`config.mk`:
```
export PLATFORM = sky130hd
export DESIGN_NAME = trigger_event_recorder
export DESIGN_NICKNAME = d
export VERILOG_FILES = /design/src/rtl/trigger_event_recorder.sv
export SDC_FILE = /design/constraint.sdc
export NUM_CORES = 1
export LEC_CHECK = 0
export CORE_MARGIN = 2
export CORE_UTILIZATION = 60
export CTS_BUF_LIST = sky130_fd_sc_hd__clkbuf_4 sky130_fd_sc_hd__clkbuf_8
export DETAILED_ROUTE_END_ITERATION = 8
export HOLD_SLACK_MARGIN = 0.06
export PLACE_DENSITY = 0.76
export SETUP_SLACK_MARGIN = 0.15
export SYNTH_ARGS = -nofsm -noshare
export SYNTH_HDL_FRONTEND = slang
export SYNTH_SLANG_ARGS = --single-unit
```
`constraint.sdc`:
```
create_clock -name CLK -period 7.9 [get_ports CLK]
set_input_delay 1.58 -clock CLK [delete_from_list [all_inputs] [get_ports CLK]]
set_output_delay 1.58 -clock CLK [all_outputs]
set_load 0.02 [all_outputs]
```
`src/rtl/trigger_event_recorder.sv`:
```
// -----------------------------------------------------------------------------
// trigger_event_recorder
//
// Consumer end of the coincidence trigger path. Each accepted rising edge of
// TRIGGER_IN is timestamped and stored as a 32-bit record in an on-chip FIFO:
//
//   record[31]    hit2   : SIGNAL2 seen in the last HIT_HIST samples
//   record[30]    hit1   : SIGNAL1 seen in the last HIT_HIST samples
//   record[29:24] lost   : edges dropped on a full FIFO since the last record
//   record[23:0]  ts     : free-running timestamp in the detection cycle
//
// The host drains the FIFO one byte per RD_REQ, most significant byte first.
// read_mode tells the trigger handler that an event readout is in progress.
//
// Optional feature macro: TRIGGER_RECORDER_DEADTIME_EN
//   defined     : after every capture (stored or dropped), rising edges in
//                 the next DEADTIME cycles are ignored.
//   not defined : no hold-off; every rising edge is captured or dropped.
//
// Ports
//   CLK          in   single clock
//   RESET        in   asynchronous, active-high; clears all control state
//   TRIGGER_IN   in   trigger from the coincidence handler
//   SIGNAL1      in   raw discriminator, channel 1
//   SIGNAL2      in   raw discriminator, channel 2
//   RD_REQ       in   host byte request (one-cycle pulse)
//   CLEAR_OVF    in   clears OVERFLOW (a same-cycle drop wins)
//   RD_DATA      out  readout byte, holds when RD_VALID is low
//   RD_VALID     out  one-cycle strobe qualifying RD_DATA
//   read_mode    out  high from the pop cycle through the byte-0 cycle
//   EVENT_COUNT  out  FIFO occupancy, 0..2^DEPTH_LOG2
//   OVERFLOW     out  sticky, set whenever an event is dropped
// -----------------------------------------------------------------------------
module trigger_event_recorder #(
    parameter int DEPTH_LOG2 = 4,
    parameter int DEADTIME   = 16,
    parameter int HIT_HIST   = 8
) (
    input  logic                  CLK,
    input  logic                  RESET,
    input  logic                  TRIGGER_IN,
    input  logic                  SIGNAL1,
    input  logic                  SIGNAL2,
    input  logic                  RD_REQ,
    input  logic                  CLEAR_OVF,
    output logic [7:0]            RD_DATA,
    output logic                  RD_VALID,
    output logic                  read_mode,
    output logic [DEPTH_LOG2:0]   EVENT_COUNT,
    output logic                  OVERFLOW
);

    localparam int DEPTH = 1 << DEPTH_LOG2;
    localparam logic [DEPTH_LOG2:0] FULL_CNT = {1'b1, {DEPTH_LOG2{1'b0}}};

    if (DEADTIME < 1 || DEADTIME > 255) begin : g_bad_deadtime
        $error("trigger_event_recorder: DEADTIME must be in 1..255");
    end
    if (HIT_HIST < 1 || HIT_HIST > 8) begin : g_bad_hit_hist
        $error("trigger_event_recorder: HIT_HIST must be in 1..8");
    end

    typedef enum logic [2:0] {
        S_IDLE,
        S_B3,
        S_B2,
        S_B1,
        S_B0
    } state_t;

    // timestamp and input history
    logic [23:0]           ts_q;
    logic                  trig_p1;
    logic [HIT_HIST-1:0]   hist1_q;
    logic [HIT_HIST-1:0]   hist2_q;
    logic [HIT_HIST-1:0]   hist1_n;
    logic [HIT_HIST-1:0]   hist2_n;
    logic                  hit1;
    logic                  hit2;

    // capture decision
    logic                  edge_det;
    logic                  capture;
    logic                  push;
    logic                  drop;
    logic [5:0]            lost_q;
    logic                  ovf_q;
    logic [31:0]           rec_in;

    // FIFO
    logic [31:0]           mem [DEPTH];
    logic [DEPTH_LOG2-1:0] wr_ptr;
    logic [DEPTH_LOG2-1:0] rd_ptr;
    logic [DEPTH_LOG2:0]   count_q;
    logic                  pop;

    // readout
    state_t                state_q;
    state_t                state_n;
    logic [31:0]           rec_q;
    logic [31:0]           rec_n;
    logic [7:0]            rd_data_n;
    logic                  rd_valid_n;
    logic                  read_mode_n;
    logic                  byte0_sent;

    // ---- stage p0: timestamp, trigger edge and channel history -------------
    always_ff @(posedge CLK or posedge RESET) begin
        if (RESET) begin
            ts_q    <= '0;
            trig_p1 <= 1'b0;
            hist1_q <= '0;
            hist2_q <= '0;
        end else begin
            ts_q    <= ts_q + 24'd1;
            trig_p1 <= TRIGGER_IN;
            hist1_q <= hist1_n;
            hist2_q <= hist2_n;
        end
    end

    // History holds the HIT_HIST samples preceding the current cycle, so a
    // discriminator pulse that arrived before the coincidence decision is
    // still attributed to the trigger.
    if (HIT_HIST == 1) begin : g_hist_single
        assign hist1_n = SIGNAL1;
        assign hist2_n = SIGNAL2;
    end else begin : g_hist_shift
        assign hist1_n = {hist1_q[HIT_HIST-2:0], SIGNAL1};
        assign hist2_n = {hist2_q[HIT_HIST-2:0], SIGNAL2};
    end

    assign hit1     = |hist1_q;
    assign hit2     = |hist2_q;
    assign edge_det = TRIGGER_IN && !trig_p1;

`ifdef TRIGGER_RECORDER_DEADTIME_EN
    // Hold-off counter: loaded on every capture, including dropped ones, so
    // the trigger rate seen by the FIFO is bounded regardless of occupancy.
    logic [7:0] holdoff_q;

    assign capture = edge_det && (holdoff_q == 8'd0);

    always_ff @(posedge CLK or posedge RESET) begin
        if (RESET) begin
            holdoff_q <= 8'd0;
        end else if (capture) begin
            holdoff_q <= 8'(DEADTIME);
        end else if (holdoff_q != 8'd0) begin
            holdoff_q <= holdoff_q - 8'd1;
        end
    end
`else
    assign capture = edge_det;
`endif

    // Fullness is judged on the start-of-cycle count, so a simultaneous pop
    // does not make room for this cycle's push.
    assign push   = capture && (count_q != FULL_CNT);
    assign drop   = capture && (count_q == FULL_CNT);
    assign rec_in = {hit2, hit1, lost_q, ts_q};

    // ---- stage p1: FIFO write, occupancy, loss bookkeeping -----------------
    always_ff @(posedge CLK) begin
        if (push) begin
            mem[wr_ptr] <= rec_in;
        end
    end

    always_ff @(posedge CLK or posedge RESET) begin
        if (RESET) begin
            wr_ptr  <= '0;
            rd_ptr  <= '0;
            count_q <= '0;
        end else begin
            if (push) begin
                wr_ptr <= wr_ptr + 1'b1;
            end
            if (pop) begin
                rd_ptr <= rd_ptr + 1'b1;
            end
            unique case ({push, pop})
                2'b10:   count_q <= count_q + 1'b1;
                2'b01:   count_q <= count_q - 1'b1;
                default: count_q <= count_q;
            endcase
        end
    end

    always_ff @(posedge CLK or posedge RESET) begin
        if (RESET) begin
            lost_q <= '0;
            ovf_q  <= 1'b0;
        end else begin
            if (drop) begin
                lost_q <= (lost_q == 6'd63) ? 6'd63 : lost_q + 6'd1;
            end else if (push) begin
                lost_q <= '0;
            end
            // A drop in the same cycle as CLEAR_OVF keeps the flag set.
            if (drop) begin
                ovf_q <= 1'b1;
            end else if (CLEAR_OVF) begin
                ovf_q <= 1'b0;
            end
        end
    end

    // ---- readout FSM: next state and registered outputs --------------------
    always_comb begin
        state_n    = state_q;
        rec_n      = rec_q;
        rd_data_n  = RD_DATA;
        rd_valid_n = 1'b0;
        pop        = 1'b0;
        byte0_sent = 1'b0;

        unique case (state_q)
            S_IDLE: begin
                if (RD_REQ && (count_q != '0)) begin
                    pop        = 1'b1;
                    rec_n      = mem[rd_ptr];
                    rd_data_n  = mem[rd_ptr][31:24];
                    rd_valid_n = 1'b1;
                    state_n    = S_B2;
                end
            end
            S_B3: begin
                if (RD_REQ) begin
                    rd_data_n  = rec_q[31:24];
                    rd_valid_n = 1'b1;
                    state_n    = S_B2;
                end
            end
            S_B2: begin
                if (RD_REQ) begin
                    rd_data_n  = rec_q[23:16];
                    rd_valid_n = 1'b1;
                    state_n    = S_B1;
                end
            end
            S_B1: begin
                if (RD_REQ) begin
                    rd_data_n  = rec_q[15:8];
                    rd_valid_n = 1'b1;
                    state_n    = S_B0;
                end
            end
            S_B0: begin
                if (RD_REQ) begin
                    rd_data_n  = rec_q[7:0];
                    rd_valid_n = 1'b1;
                    byte0_sent = 1'b1;
                    state_n    = S_IDLE;
                end
            end
            default: begin
                state_n = S_IDLE;
            end
        endcase

        // read_mode stays up through the cycle that presents byte 0, even
        // though the FSM is already back in IDLE by then.
        read_mode_n = (state_n != S_IDLE) || byte0_sent;
    end

    always_ff @(posedge CLK or posedge RESET) begin
        if (RESET) begin
            state_q   <= S_IDLE;
            RD_DATA   <= 8'h00;
            RD_VALID  <= 1'b0;
            read_mode <= 1'b0;
        end else begin
            state_q   <= state_n;
            RD_DATA   <= rd_data_n;
            RD_VALID  <= rd_valid_n;
            read_mode <= read_mode_n;
        end
    end

    // Popped record is pure data; only the FSM state says whether it is live.
    always_ff @(posedge CLK) begin
        rec_q <= rec_n;
    end

    assign EVENT_COUNT = count_q;
    assign OVERFLOW    = ovf_q;

endmodule

```
==> qor.tcl, run 1 <==
set qor(yosys.area.top_type_share) 0.689
set qor(async_flop_share) 0.120
set qor(final_layout_size_suffix_gt1_frac) 0.276
set qor(clock_latency_ns) 0.65
set qor(post_cts_hold_buffer_count) 0
set qor(grt_overflow_total) 0
set qor(ys.flop_type) {sky130_fd_sc_hd__edfxtp_1}
set qor(via_count_of_the_first_global_routing_pass) 11200
set qor(stage_delay_of_the_slowest_cell_on_the_critical_path_ns) 0.63
set qor(crit_path_end_kind) {register}
set qor(groute.layer.met1.usage) 0.356
set qor(floorplan.initialDensity) 0.611
set qor(tritoncts) {done}
set qor(routed-via-count) 11100
set qor(synthTopCellsByCount) {sky130_fd_sc_hd__edfxtp_1 (544), sky130_fd_sc_hd__mux4_2 (146), sky130_fd_sc_hd__dfrtp_1 (74), sky130_fd_sc_hd__nand2_1 (37), sky130_fd_sc_hd__nor2_1 (29)}
set qor(grtUsageTotal) 0.244
set qor(ctsLongestPathBuffers) 3
set qor(total_i_o_pin_count) 23
set qor(yosys.cell_types.count) 49
set qor(yosysMostFrequentCell) {sky130_fd_sc_hd__edfxtp_1}
set qor(numClockSinks) 618
set qor(cts_htree_levels) 3
set qor(syn2layout_area_growth_pct) 11.6
set qor(fillerInstances) 2360
set qor(drtPass1Iterations) 7
set qor(dieArea_mm2) 0.0411
set qor(sequential_area_share_after_synthesis) 0.767
set qor(arrival_ns) 4.43
set qor(timing_hold_violations_final) 0
set qor(ys_ff_latch) 618
set qor(grt-busiest-layer) {met2}
set qor(transition_time_of_the_tightest_slew_check_pin_ns) 1.18
set qor(worst_ir_drop_vdd_mv) 0.185
set qor(timing.critical_path.max_delay_family) {buffers and inverters}
set qor(mappedNetlistNets) 1120
set qor(setup_total_negative_slack_ns) 0
set qor(dpl_cell_area_mm2) 0.0245
set qor(die-height_um) 203
set qor(fin_crit_sh) 0.490
set qor(met3_usage) 0.0528
set qor(io_buffer_count) 22
set qor(worst_slack_ns) 4.03
set qor(cellPowerDensity_mw_per_mm2) 330
set qor(final_standard_cell_count_with_taps_included_and_fillers_excluded) 1780
set qor(path_clk_slew_ns) 0.06
set qor(grt_pass1_wl_um) 72000
set qor(detailed_placer_s_ending_hpwl_um) 29400
set qor(outcome) {complete, no violations}
set qor(vias_per_cell) 6.24
set qor(crit_required_ns) 8.46
set qor(post_synth_inst_count) 1103
set qor(ordered_cell_list_for_the_critical_path) {clkdlybuf4s50_1, o21ai_2, nor4_4, buf_4, ha_1, xor2_1, ha_1, nand2_1, nor2_1, o21ai_0, a31oi_1, xor2_1}
set qor(root_buffer) {sky130_fd_sc_hd__clkbuf_8}
set qor(netlist_area_mm2) 0.0237
set qor(final.setup_skew_ns) 0.0294
set qor(detailedRoute.firstIterationViolations) 1081
set qor(dieWidth_um) 203
set qor(post_cts_resize_count) 0
set qor(grt_start_max_net_pins) 75
set qor(post_drt_wl_per_cell_um) 27.2
set qor(drt.antenna.violating_nets) 0
set qor(report.final.setup_viol) 0
set qor(synth.yosys.warnings) 0
set qor(synthDominantAreaCellType) {sky130_fd_sc_hd__edfxtp_1}
set qor(worstPathBufferInverterCount) 2
set qor(cts_buffers) 94
set qor(synth.avg_cell_area_um2) 21.5
set qor(dp_worst_setup_slack_ns) 3.41
set qor(maxCapViolations) 0
set qor(fp.coreArea_mm2) 0.0388
set qor(design_power_total_mw) 8.73
set qor(drt-total-wl_um) 48300
set qor(post_cts.repair.setup_buffers) 0
set qor(critical_path.startpoint_type) {input port}
set qor(timing.hold.worst.class) {reg2reg}
set qor(rd_place_congestion) 0.856
set qor(rsz0062_at_grt) {false}
set qor(timing.max_slew.rel_slack) 0.212
set qor(final_cell_area_mm2) 0.0265
set qor(reported_leakage_power_nw) 8.27
set qor(timing_worst_setup_path_type) {in2reg}
set qor(synth.top_cells.by_area) {sky130_fd_sc_hd__edfxtp_1 (69%), sky130_fd_sc_hd__mux4_2 (14%), sky130_fd_sc_hd__dfrtp_1 (7.8%), sky130_fd_sc_hd__xnor2_1 (0.85%), sky130_fd_sc_hd__mux2i_1 (0.72%)}
set qor(drc_violations_left) 0
set qor(number_of_placement_rows) 72
set qor(max_freq_ghz) 0.258
set qor(dp.cells) 1607
set qor(crit_fanout) 40
set qor(timing.critical_path.slowest_stage_cell) {sky130_fd_sc_hd__clkdlybuf4s50_1}
set qor(final_max_slew_viol_count) 0
set qor(groute.layer.met2.usage) 0.381
set qor(layout.nets) 1202
set qor(number_of_enable_flip_flop_cells_after_synthesis) 544
set qor(fin_crit_ns) 3.87
set qor(antenna_found_initial) 2
==> power by group <==
group	leakage (nW)	internal, mW	total (mW)	switching (mW)
clock	1.03	1.50	2.67	1.17
combinational	1.72	0.910	1.84	0.933
sequential	5.52	3.84	4.21	0.376
total	8.27	6.24	8.73	2.48
==> path summary, 6_finish.rpt <==
kind                           startpoint             end  slack, ns  depth (start not counted)
setup / recovery                   RD_REQ  EVENT_COUNT[4]       4.03                         12
hold / removal                 hist2_q[6]      hist2_q[7]       0.37                          0
setup reg to reg           EVENT_COUNT[2]      mem[3][23]       4.63                          6
hold reg to reg                hist2_q[6]      hist2_q[7]       0.37                          0
max in group asynchronous           RESET       rd_ptr[2]       5.54                          3
min in group asynchronous           RESET      hist2_q[1]       1.57                          3
==> cells in the final DEF (no fill, tap or decap), types with 4 or more instances in the layout <==
master,n
sky130_fd_sc_hd__clkbuf_4,39
sky130_fd_sc_hd__buf_4,15
sky130_fd_sc_hd__mux4_2,146
sky130_fd_sc_hd__o22ai_1,5
sky130_fd_sc_hd__clkbuf_8,101
sky130_fd_sc_hd__clkdlybuf4s50_1,22
sky130_fd_sc_hd__bufinv_16,4
sky130_fd_sc_hd__nor2_1,17
sky130_fd_sc_hd__mux2i_1,17
sky130_fd_sc_hd__mux4_1,6
sky130_fd_sc_hd__nor2b_1,7
sky130_fd_sc_hd__nand3_1,21
sky130_fd_sc_hd__nand2_1,37
sky130_fd_sc_hd__a22oi_1,7
sky130_fd_sc_hd__ha_1,10
sky130_fd_sc_hd__xor2_1,12
sky130_fd_sc_hd__inv_1,8
sky130_fd_sc_hd__nand4_1,5
sky130_fd_sc_hd__and3_1,8
sky130_fd_sc_hd__nor3_2,4
sky130_fd_sc_hd__nand2b_1,5
sky130_fd_sc_hd__o21ai_0,13
sky130_fd_sc_hd__and2_1,4
sky130_fd_sc_hd__clkinv_2,11
sky130_fd_sc_hd__edfxtp_1,544
sky130_fd_sc_hd__nor2_4,12
sky130_fd_sc_hd__nand3b_1,5
sky130_fd_sc_hd__clkinv_1,15
sky130_fd_sc_hd__a21oi_1,27
sky130_fd_sc_hd__xnor2_1,23
sky130_fd_sc_hd__nor4_1,5
sky130_fd_sc_hd__dfrtp_1,70
==> state kept, by name, indices dropped and copies added (netlist names), 3 cells and up <==
| register | flops |
|---|---|
| state_q | 3 |
| hist1_q | 8 |
| EVENT_COUNT | 5 |
| mem | 512 |
| hist2_q | 8 |
| rd_ptr | 4 |
| rec_q | 32 |
| RD_DATA | 8 |
| lost_q | 6 |
| ts_q | 24 |
| wr_ptr | 4 |
==> area by class of cell <==
type	count	area [um^2]	area share
Antenna cell	1	2.50	0.0000945
Clock buffer	140	1680	0.0636
Clock inverter	32	258	0.00974
Inverter	10	38.8	0.00147
Multi-Input combinational cell	424	5310	0.201
Sequential cell	618	18200	0.687
Tap cell	518	648	0.0245
Timing Repair Buffer	37	333	0.0126
==> metal layers <==
metal	part of all wire	up-vias
met1	0.41	5847
li1	-	4724
met3	0.074	83
met4	0.024	0
met2	0.49	455
met5	0	-
==> cells by family (layout without fill, tap and decap cells) <==
group,count (synthesis),in the layout,synth area share
compound gates,66,66,0.0169
xor+xnor,35,35,0.0129
fa+ha+maj,10,10,0.00527
buf+inv,61,219,0.0146
flops,618,618,0.767
mux,172,172,0.154
other cells,0,1,0
simple gates,141,141,0.0299
==> stage by stage <==
stage | hold slack, ns | utilization
after global routing | 0.390 | 0.682
after detailed placement | 0.364 | 0.632
after CTS | 0.378 | 0.682
after floorplan | 0.354 | -
final | 0.374 | 0.682
after global placement | 0.360 | 0.632
(Power assumes the default switching activity.)
==> run 2: changes to the inputs <==
==> constraint.sdc (replaced) <==
create_clock -name CLK -period 4 [get_ports CLK]
set_input_delay 0.8 -clock CLK [delete_from_list [all_inputs] [get_ports CLK]]
set_output_delay 0.8 -clock CLK [all_outputs]
set_load 0.02 [all_outputs]
==> qor.tcl, run 2 (same netlist as run 1, synthesis figures left out) <==
set qor(worst_setup_path_startpoint) {EVENT_COUNT[1]}
set qor(cts_buffers) 95 ;# +1.1%
set qor(maxCapViolations) 0 ;# unchanged
set qor(reported_leakage_power_nw) 8.41 ;# +1.7%
set qor(drt.antenna.violating_nets) 0 ;# unchanged
set qor(drc_violations_left) 0 ;# unchanged
set qor(crit_path_end_kind) {register}
set qor(fp.coreArea_mm2) 0.0388 ;# unchanged
set qor(worst_ir_drop_vdd_mv) 0.361 ;# +95%
set qor(layout.core_utilization) 0.690 ;# +0.00773
set qor(dp.cells) 1627 ;# +1.2%
set qor(detailed_placer_s_ending_hpwl_um) 29900 ;# +1.7%
set qor(timing.rr.start) {EVENT_COUNT[1]}
set qor(r2r_setup_slk_ns) 0.92 ;# -3.71 ns
set qor(hold-worst-slack_ns) 0.369 ;# -0.00538 ns
set qor(post_cts_hold_buffer_count) 0 ;# unchanged
set qor(drt-total-wl_um) 48800 ;# +1.0%
set qor(crit_fanout) 9 ;# -78%
set qor(crit_required_ns) 4.56 ;# -3.90 ns
set qor(grt_overflow_total) 0 ;# unchanged
set qor(critical_path.startpoint_type) {register}
set qor(die-height_um) 203 ;# unchanged
set qor(rd_place_congestion) 0.837 ;# -2.3%
set qor(cellPowerDensity_mw_per_mm2) 643 ;# +95%
set qor(reg_top3) {mem: 512 flops, rec_q: 32 flops, ts_q: 24 flops}
set qor(final.setup_skew_ns) 0.0411 ;# +0.0117 ns
set qor(post_drt_wl_per_cell_um) 27.1 ;# -0.22%
set qor(ctsLongestPathBuffers) 3 ;# unchanged
set qor(tritoncts) {done}
set qor(report.final.setup_viol) 0 ;# unchanged
set qor(most_common_cell_after_layout_fill_and_taps_aside) {sky130_fd_sc_hd__edfxtp_1}
set qor(total_i_o_pin_count) 23 ;# unchanged
set qor(dpl_cell_area_mm2) 0.0249 ;# +1.3%
set qor(layout_common_cells) {sky130_fd_sc_hd__edfxtp_1 (544), sky130_fd_sc_hd__mux4_2 (146), sky130_fd_sc_hd__clkbuf_8 (106), sky130_fd_sc_hd__dfrtp_1 (70), sky130_fd_sc_hd__nand2_1 (37)}
set qor(antenna-diode-count) 0 ;# -1
set qor(rr_endpoint) {EVENT_COUNT[4]}
set qor(fin_crit_sh) 0.769
set qor(io_buffer_count) 22 ;# unchanged
set qor(via_count_of_the_first_global_routing_pass) 11500 ;# +2.4%
set qor(cts_htree_levels) 3 ;# unchanged
set qor(largest_register_ffs) 512 ;# unchanged
set qor(max_freq_ghz) 0.325
set qor(rsz0062_at_grt) {false}
set qor(grt_start_max_net_pins) 59 ;# -21%
set qor(vias_per_cell) 6.26 ;# +0.34%
set qor(worst_r2r_path_depth) 12 ;# +6
set qor(timing_hold_violations_final) 0 ;# unchanged
set qor(timing_worst_setup_path_type) {reg2reg}
set qor(arrival_ns) 3.64 ;# -0.79 ns
set qor(final_cell_area_mm2) 0.0268 ;# +1.1%
set qor(number_of_placement_rows) 72 ;# unchanged
set qor(routed-via-count) 11300 ;# +1.6%
set qor(grt_pass1_wl_um) 73700 ;# +2.3%
set qor(syn2layout_area_growth_pct) 12.9
set qor(grtUsageTotal) 0.249 ;# +0.00468
set qor(layout.nets) 1223 ;# +1.7%
set qor(outcome) {complete, no violations}
set qor(crit_path_end) {EVENT_COUNT[4]}
set qor(fin_crit_ns) 3.08
set qor(clock_latency_ns) 0.67 ;# +0.02 ns
set qor(final_max_slew_viol_count) 0 ;# unchanged
set qor(dieArea_mm2) 0.0411 ;# unchanged
set qor(transition_time_of_the_tightest_slew_check_pin_ns) 1.14 ;# -0.0376 ns
set qor(dieWidth_um) 203 ;# unchanged
set qor(drtPass1Iterations) 7 ;# unchanged
set qor(numClockSinks) 618 ;# unchanged
set qor(post_cts_resize_count) 0 ;# unchanged
set qor(post_cts.repair.setup_buffers) 0 ;# unchanged
set qor(final_standard_cell_count_with_taps_included_and_fillers_excluded) 1802 ;# +1.2%
set qor(final_layout_size_suffix_gt1_frac) 0.287 ;# +0.0114
set qor(timing.hold.worst.class) {reg2reg}
set qor(path_clk_slew_ns) 0.06 ;# about the same
set qor(antenna_found_initial) 1 ;# -1
set qor(detailedRoute.firstIterationViolations) 1123 ;# +3.9%
set qor(largest-register) {mem}
set qor(setup_total_negative_slack_ns) 0 ;# unchanged
set qor(root_buffer) {sky130_fd_sc_hd__clkbuf_8}
set qor(floorplan.initialDensity) 0.611 ;# unchanged
set qor(timing.max_slew.rel_slack) 0.238 ;# +0.0269
[run 2: cell types whose count changed in the layout (fill, tap and decap cells not counted), sizes merged]
cell,previous run,this run
buf,15,35
bufinv,4,1
clkbuf,140,138
clkinv,26,33
clkinvlp,2,3
diode,1,0
[run 2: routing by layer]
| layer | up-vias | share of wire | global-route usage |
|---|---|---|---|
| li1 | 4774 | - | - |
| met1 | 5942 | 0.41 | 0.368 |
| met2 | 492 | 0.48 | 0.380 |
| met3 | 74 | 0.079 | 0.0555 |
| met4 | 2 | 0.023 | 0.0785 |
| met5 | - | 0.00027 | 0 |
[run 2: worst max-delay path, stage by stage (launching register included)]
cell,delay [ns]
sky130_fd_sc_hd__dfrtp_1,0.48
sky130_fd_sc_hd__nor4_1,0.40
sky130_fd_sc_hd__and2_1,0.40
sky130_fd_sc_hd__nor2_2,0.19
sky130_fd_sc_hd__inv_1,0.16
sky130_fd_sc_hd__ha_1,0.36
sky130_fd_sc_hd__xor2_1,0.19
sky130_fd_sc_hd__ha_1,0.20
sky130_fd_sc_hd__nand2_1,0.07
sky130_fd_sc_hd__nor2_1,0.09
sky130_fd_sc_hd__o21ai_0,0.08
sky130_fd_sc_hd__a31oi_1,0.22
sky130_fd_sc_hd__xor2_1,0.16
[run 2: cell type report]
| class | instances | area, um^2 |
|---|---|---|
| clock inverters | 37 | 219 |
| well taps | 518 | 648 |
| repair buffers | 57 | 633 |
| multi-input cells | 424 | 5340 |
| clock buffers | 138 | 1700 |
| inverters | 10 | 38.8 |
| flip-flops and latches | 618 | 18200 |
| fillers | 2312 | 12100 |
[run 2: stage by stage]
stage | setup slack [ns] | total power, mW
3_3_place_gp | 0.639 | 12.2
3_5_place_dp | 0.594 | 12.2
5_1_grt | 0.657 | 17.9
4_1_cts | 0.916 | 17.4
2_1_floorplan | 0.130 | 10.9
6_report | 0.923 | 17.2
[run 2: where the power goes]
part	switching [mW]	internal (mW)	leakage [nW]
Clock	2.36	2.81	1.02
Combinational	1.99	1.90	1.87
Sequential	0.589	7.58	5.52
[run 2: worst min-delay path by stage]
stage | startpoint | end | slack (ns) | cells after the start
2_1_floorplan | hist1_q[1] | hist1_q[2] | 0.35 | 0
3_3_place_gp | hist2_q[4] | hist2_q[5] | 0.36 | 0
6_report | hist2_q[5] | hist2_q[6] | 0.37 | 0
4_1_cts | hist2_q[5] | hist2_q[6] | 0.37 | 0
3_5_place_dp | hist2_q[5] | hist2_q[6] | 0.36 | 0
5_1_grt | hist1_q[0] | hist1_q[1] | 0.39 | 0
==> run 3: changes to the inputs <==
==> constraint.sdc (replaced) <==
create_clock -name CLK -period 3.15 [get_ports CLK]
set_input_delay 0.63 -clock CLK [delete_from_list [all_inputs] [get_ports CLK]]
set_output_delay 0.63 -clock CLK [all_outputs]
set_load 0.02 [all_outputs]
==> qor.tcl, run 3 (same netlist as run 1, synthesis figures left out) <==
set qor(grt_start_max_net_pins) 46 ;# -22%
set qor(vias_per_cell) 6.24 ;# -0.41%
set qor(grt_overflow_total) 0 ;# unchanged
set qor(transition_time_of_the_tightest_slew_check_pin_ns) 0.795 ;# -0.348 ns
set qor(post_drt_wl_per_cell_um) 27.1 ;# -0.16%
set qor(worst_ir_drop_vdd_mv) 0.561 ;# +55%
set qor(timing_hold_violations_final) 0 ;# unchanged
set qor(layout.nets) 1243 ;# +1.6%
set qor(timing.hold.worst.class) {in2async}
set qor(largest_register_ffs) 512 ;# unchanged
set qor(syn2layout_area_growth_pct) 13.6
set qor(timing.rr.start) {EVENT_COUNT[1]}
set qor(antenna-diode-count) 0 ;# unchanged
set qor(grt_pass1_wl_um) 75200 ;# +2.0%
set qor(antenna_found_initial) 0 ;# -1
set qor(arrival_ns) 3.19 ;# -0.45 ns
set qor(crit_fanout) 9 ;# unchanged
set qor(post_cts.repair.setup_buffers) 0 ;# unchanged
set qor(crit_required_ns) 3.73 ;# -0.83 ns
set qor(rd_place_congestion) 0.835 ;# -0.14%
set qor(drt.antenna.violating_nets) 0 ;# unchanged
set qor(dp_worst_setup_slack_ns) 0.254 ;# -0.340 ns
set qor(dpl_cell_area_mm2) 0.0251 ;# +0.81%
set qor(report.final.setup_viol) 0 ;# unchanged
set qor(fin_crit_sh) 0.827 ;# +0.0581
set qor(post_cts_hold_buffer_count) 0 ;# unchanged
set qor(path_clk_slew_ns) 0.06 ;# about the same
set qor(total_i_o_pin_count) 23 ;# unchanged
set qor(fin_crit_ns) 2.61 ;# -0.471 ns
set qor(drc_violations_left) 0 ;# unchanged
set qor(cts_buffers) 93 ;# -2.1%
set qor(crit_path_end_kind) {register}
set qor(critical_path.startpoint_type) {register}
set qor(rr_endpoint) {EVENT_COUNT[4]}
set qor(ctsLongestPathBuffers) 3 ;# unchanged
set qor(dieWidth_um) 203 ;# unchanged
set qor(die-height_um) 203 ;# unchanged
set qor(worst_r2r_path_depth) 12 ;# unchanged
set qor(post_cts_resize_count) 0 ;# unchanged
set qor(grtUsageTotal) 0.253 ;# +0.00434
set qor(final_layout_size_suffix_gt1_frac) 0.300 ;# +0.0122
set qor(number_of_placement_rows) 72 ;# unchanged
set qor(drtPass1Iterations) 5 ;# -2
set qor(final.setup_skew_ns) 0.0352 ;# -0.00593 ns
set qor(outcome) {complete, no violations}
set qor(maxCapViolations) 0 ;# unchanged
set qor(cellPowerDensity_mw_per_mm2) 814 ;# +26%
set qor(design_power_total_mw) 21.9 ;# +27%
set qor(r2r_setup_slk_ns) 0.54 ;# -0.38 ns
set qor(final_max_slew_viol_count) 0 ;# unchanged
set qor(cts_htree_levels) 3 ;# unchanged
set qor(via_count_of_the_first_global_routing_pass) 11900 ;# +3.6%
set qor(detailed_placer_s_ending_hpwl_um) 29700 ;# -0.72%
set qor(numClockSinks) 618 ;# unchanged
set qor(worst_slack_ns) 0.544 ;# -0.379 ns
set qor(layout.core_utilization) 0.694 ;# +0.00458
set qor(tritoncts) {done}
set qor(timing_worst_setup_path_type) {reg2reg}
set qor(clock_latency_ns) 0.67 ;# about the same
set qor(reg_top3) {mem: 512 flops, rec_q: 32 flops, ts_q: 24 flops}
set qor(final_cell_area_mm2) 0.0270 ;# +0.66%
set qor(floorplan.initialDensity) 0.611 ;# unchanged
set qor(rsz0062_at_grt) {false}
set qor(most_common_cell_after_layout_fill_and_taps_aside) {sky130_fd_sc_hd__edfxtp_1}
set qor(layout_common_cells) {sky130_fd_sc_hd__edfxtp_1 (544), sky130_fd_sc_hd__mux4_2 (146), sky130_fd_sc_hd__clkbuf_8 (100), sky130_fd_sc_hd__dfrtp_1 (69), sky130_fd_sc_hd__buf_4 (43)}
set qor(dieArea_mm2) 0.0411 ;# unchanged
set qor(drt-total-wl_um) 49200 ;# +0.84%
set qor(routed-via-count) 11400 ;# +0.58%
set qor(reported_leakage_power_nw) 8.52 ;# +1.3%
set qor(max_freq_ghz) 0.384 ;# +18%
set qor(fp.coreArea_mm2) 0.0388 ;# unchanged
set qor(io_buffer_count) 22 ;# unchanged
set qor(detailedRoute.firstIterationViolations) 1156 ;# +2.9%
set qor(root_buffer) {sky130_fd_sc_hd__clkbuf_8}
set qor(largest-register) {mem}
set qor(timing.max_slew.rel_slack) 0.470 ;# +0.232
## run 3: worst max path at each step
| stage | from | cells past startpoint | to |
|---|---|---|---|
| 2_1_floorplan | RD_REQ | 12 | EVENT_COUNT[4] |
| 3_3_place_gp | RD_REQ | 11 | EVENT_COUNT[4] |
| 3_5_place_dp | RD_REQ | 11 | EVENT_COUNT[4] |
| 4_1_cts | EVENT_COUNT[1] | 12 | EVENT_COUNT[4] |
| 5_1_grt | EVENT_COUNT[1] | 12 | EVENT_COUNT[4] |
| 6_report | EVENT_COUNT[1] | 12 | EVENT_COUNT[4] |
## run 3: per-stage QoR
stage / instances / setup TNS, ns / hold slack (ns)
floorplan: 1103 / -1.25 / 0.354
global placement: 1649 / 0 / 0.357
detailed placement: 1649 / 0 / 0.360
CTS: 1820 / 0 / 0.332
global route: 1820 / 0 / 0.379
finish: 1820 / 0 / 0.366
## run 3: critical path: stages (launching register included)
cell	delay, ns
sky130_fd_sc_hd__dfrtp_1	0.48
sky130_fd_sc_hd__nor4_1	0.38
sky130_fd_sc_hd__and2_1	0.34
sky130_fd_sc_hd__nor2_2	0.10
sky130_fd_sc_hd__inv_1	0.09
sky130_fd_sc_hd__ha_1	0.18
sky130_fd_sc_hd__xor2_1	0.16
sky130_fd_sc_hd__ha_2	0.21
sky130_fd_sc_hd__nand2_1	0.06
sky130_fd_sc_hd__nor2_1	0.11
sky130_fd_sc_hd__o21ai_1	0.06
sky130_fd_sc_hd__a31oi_1	0.20
sky130_fd_sc_hd__xor2_1	0.15
## run 3: final cells by class
type	count	area, um^2
Sequential cell	618	18200
Timing Repair Buffer	79	823
Tap cell	518	648
Multi-Input combinational cell	424	5350
Fill cell	2260	11900
Clock inverter	30	210
Inverter	10	38.8
Clock buffer	141	1680
## run 3: metal layers
| metal | wire length (um) | vias to the layer above | global-route usage |
|---|---|---|---|
| met5 | 0 | - | 0 |
| met4 | 1150 | 0 | 0.0829 |
| met3 | 3560 | 95 | 0.0406 |
| met2 | 24600 | 485 | 0.402 |
| met1 | 19900 | 5959 | 0.370 |
| li1 | - | 4811 | - |
## run 3: where the power goes
part,switching [mW],internal [mW],total [mW]
Clock,2.94,3.59,6.54
Sequential,0.705,9.63,10.3
Combinational,2.62,2.44,5.06
Total,6.27,15.7,21.9
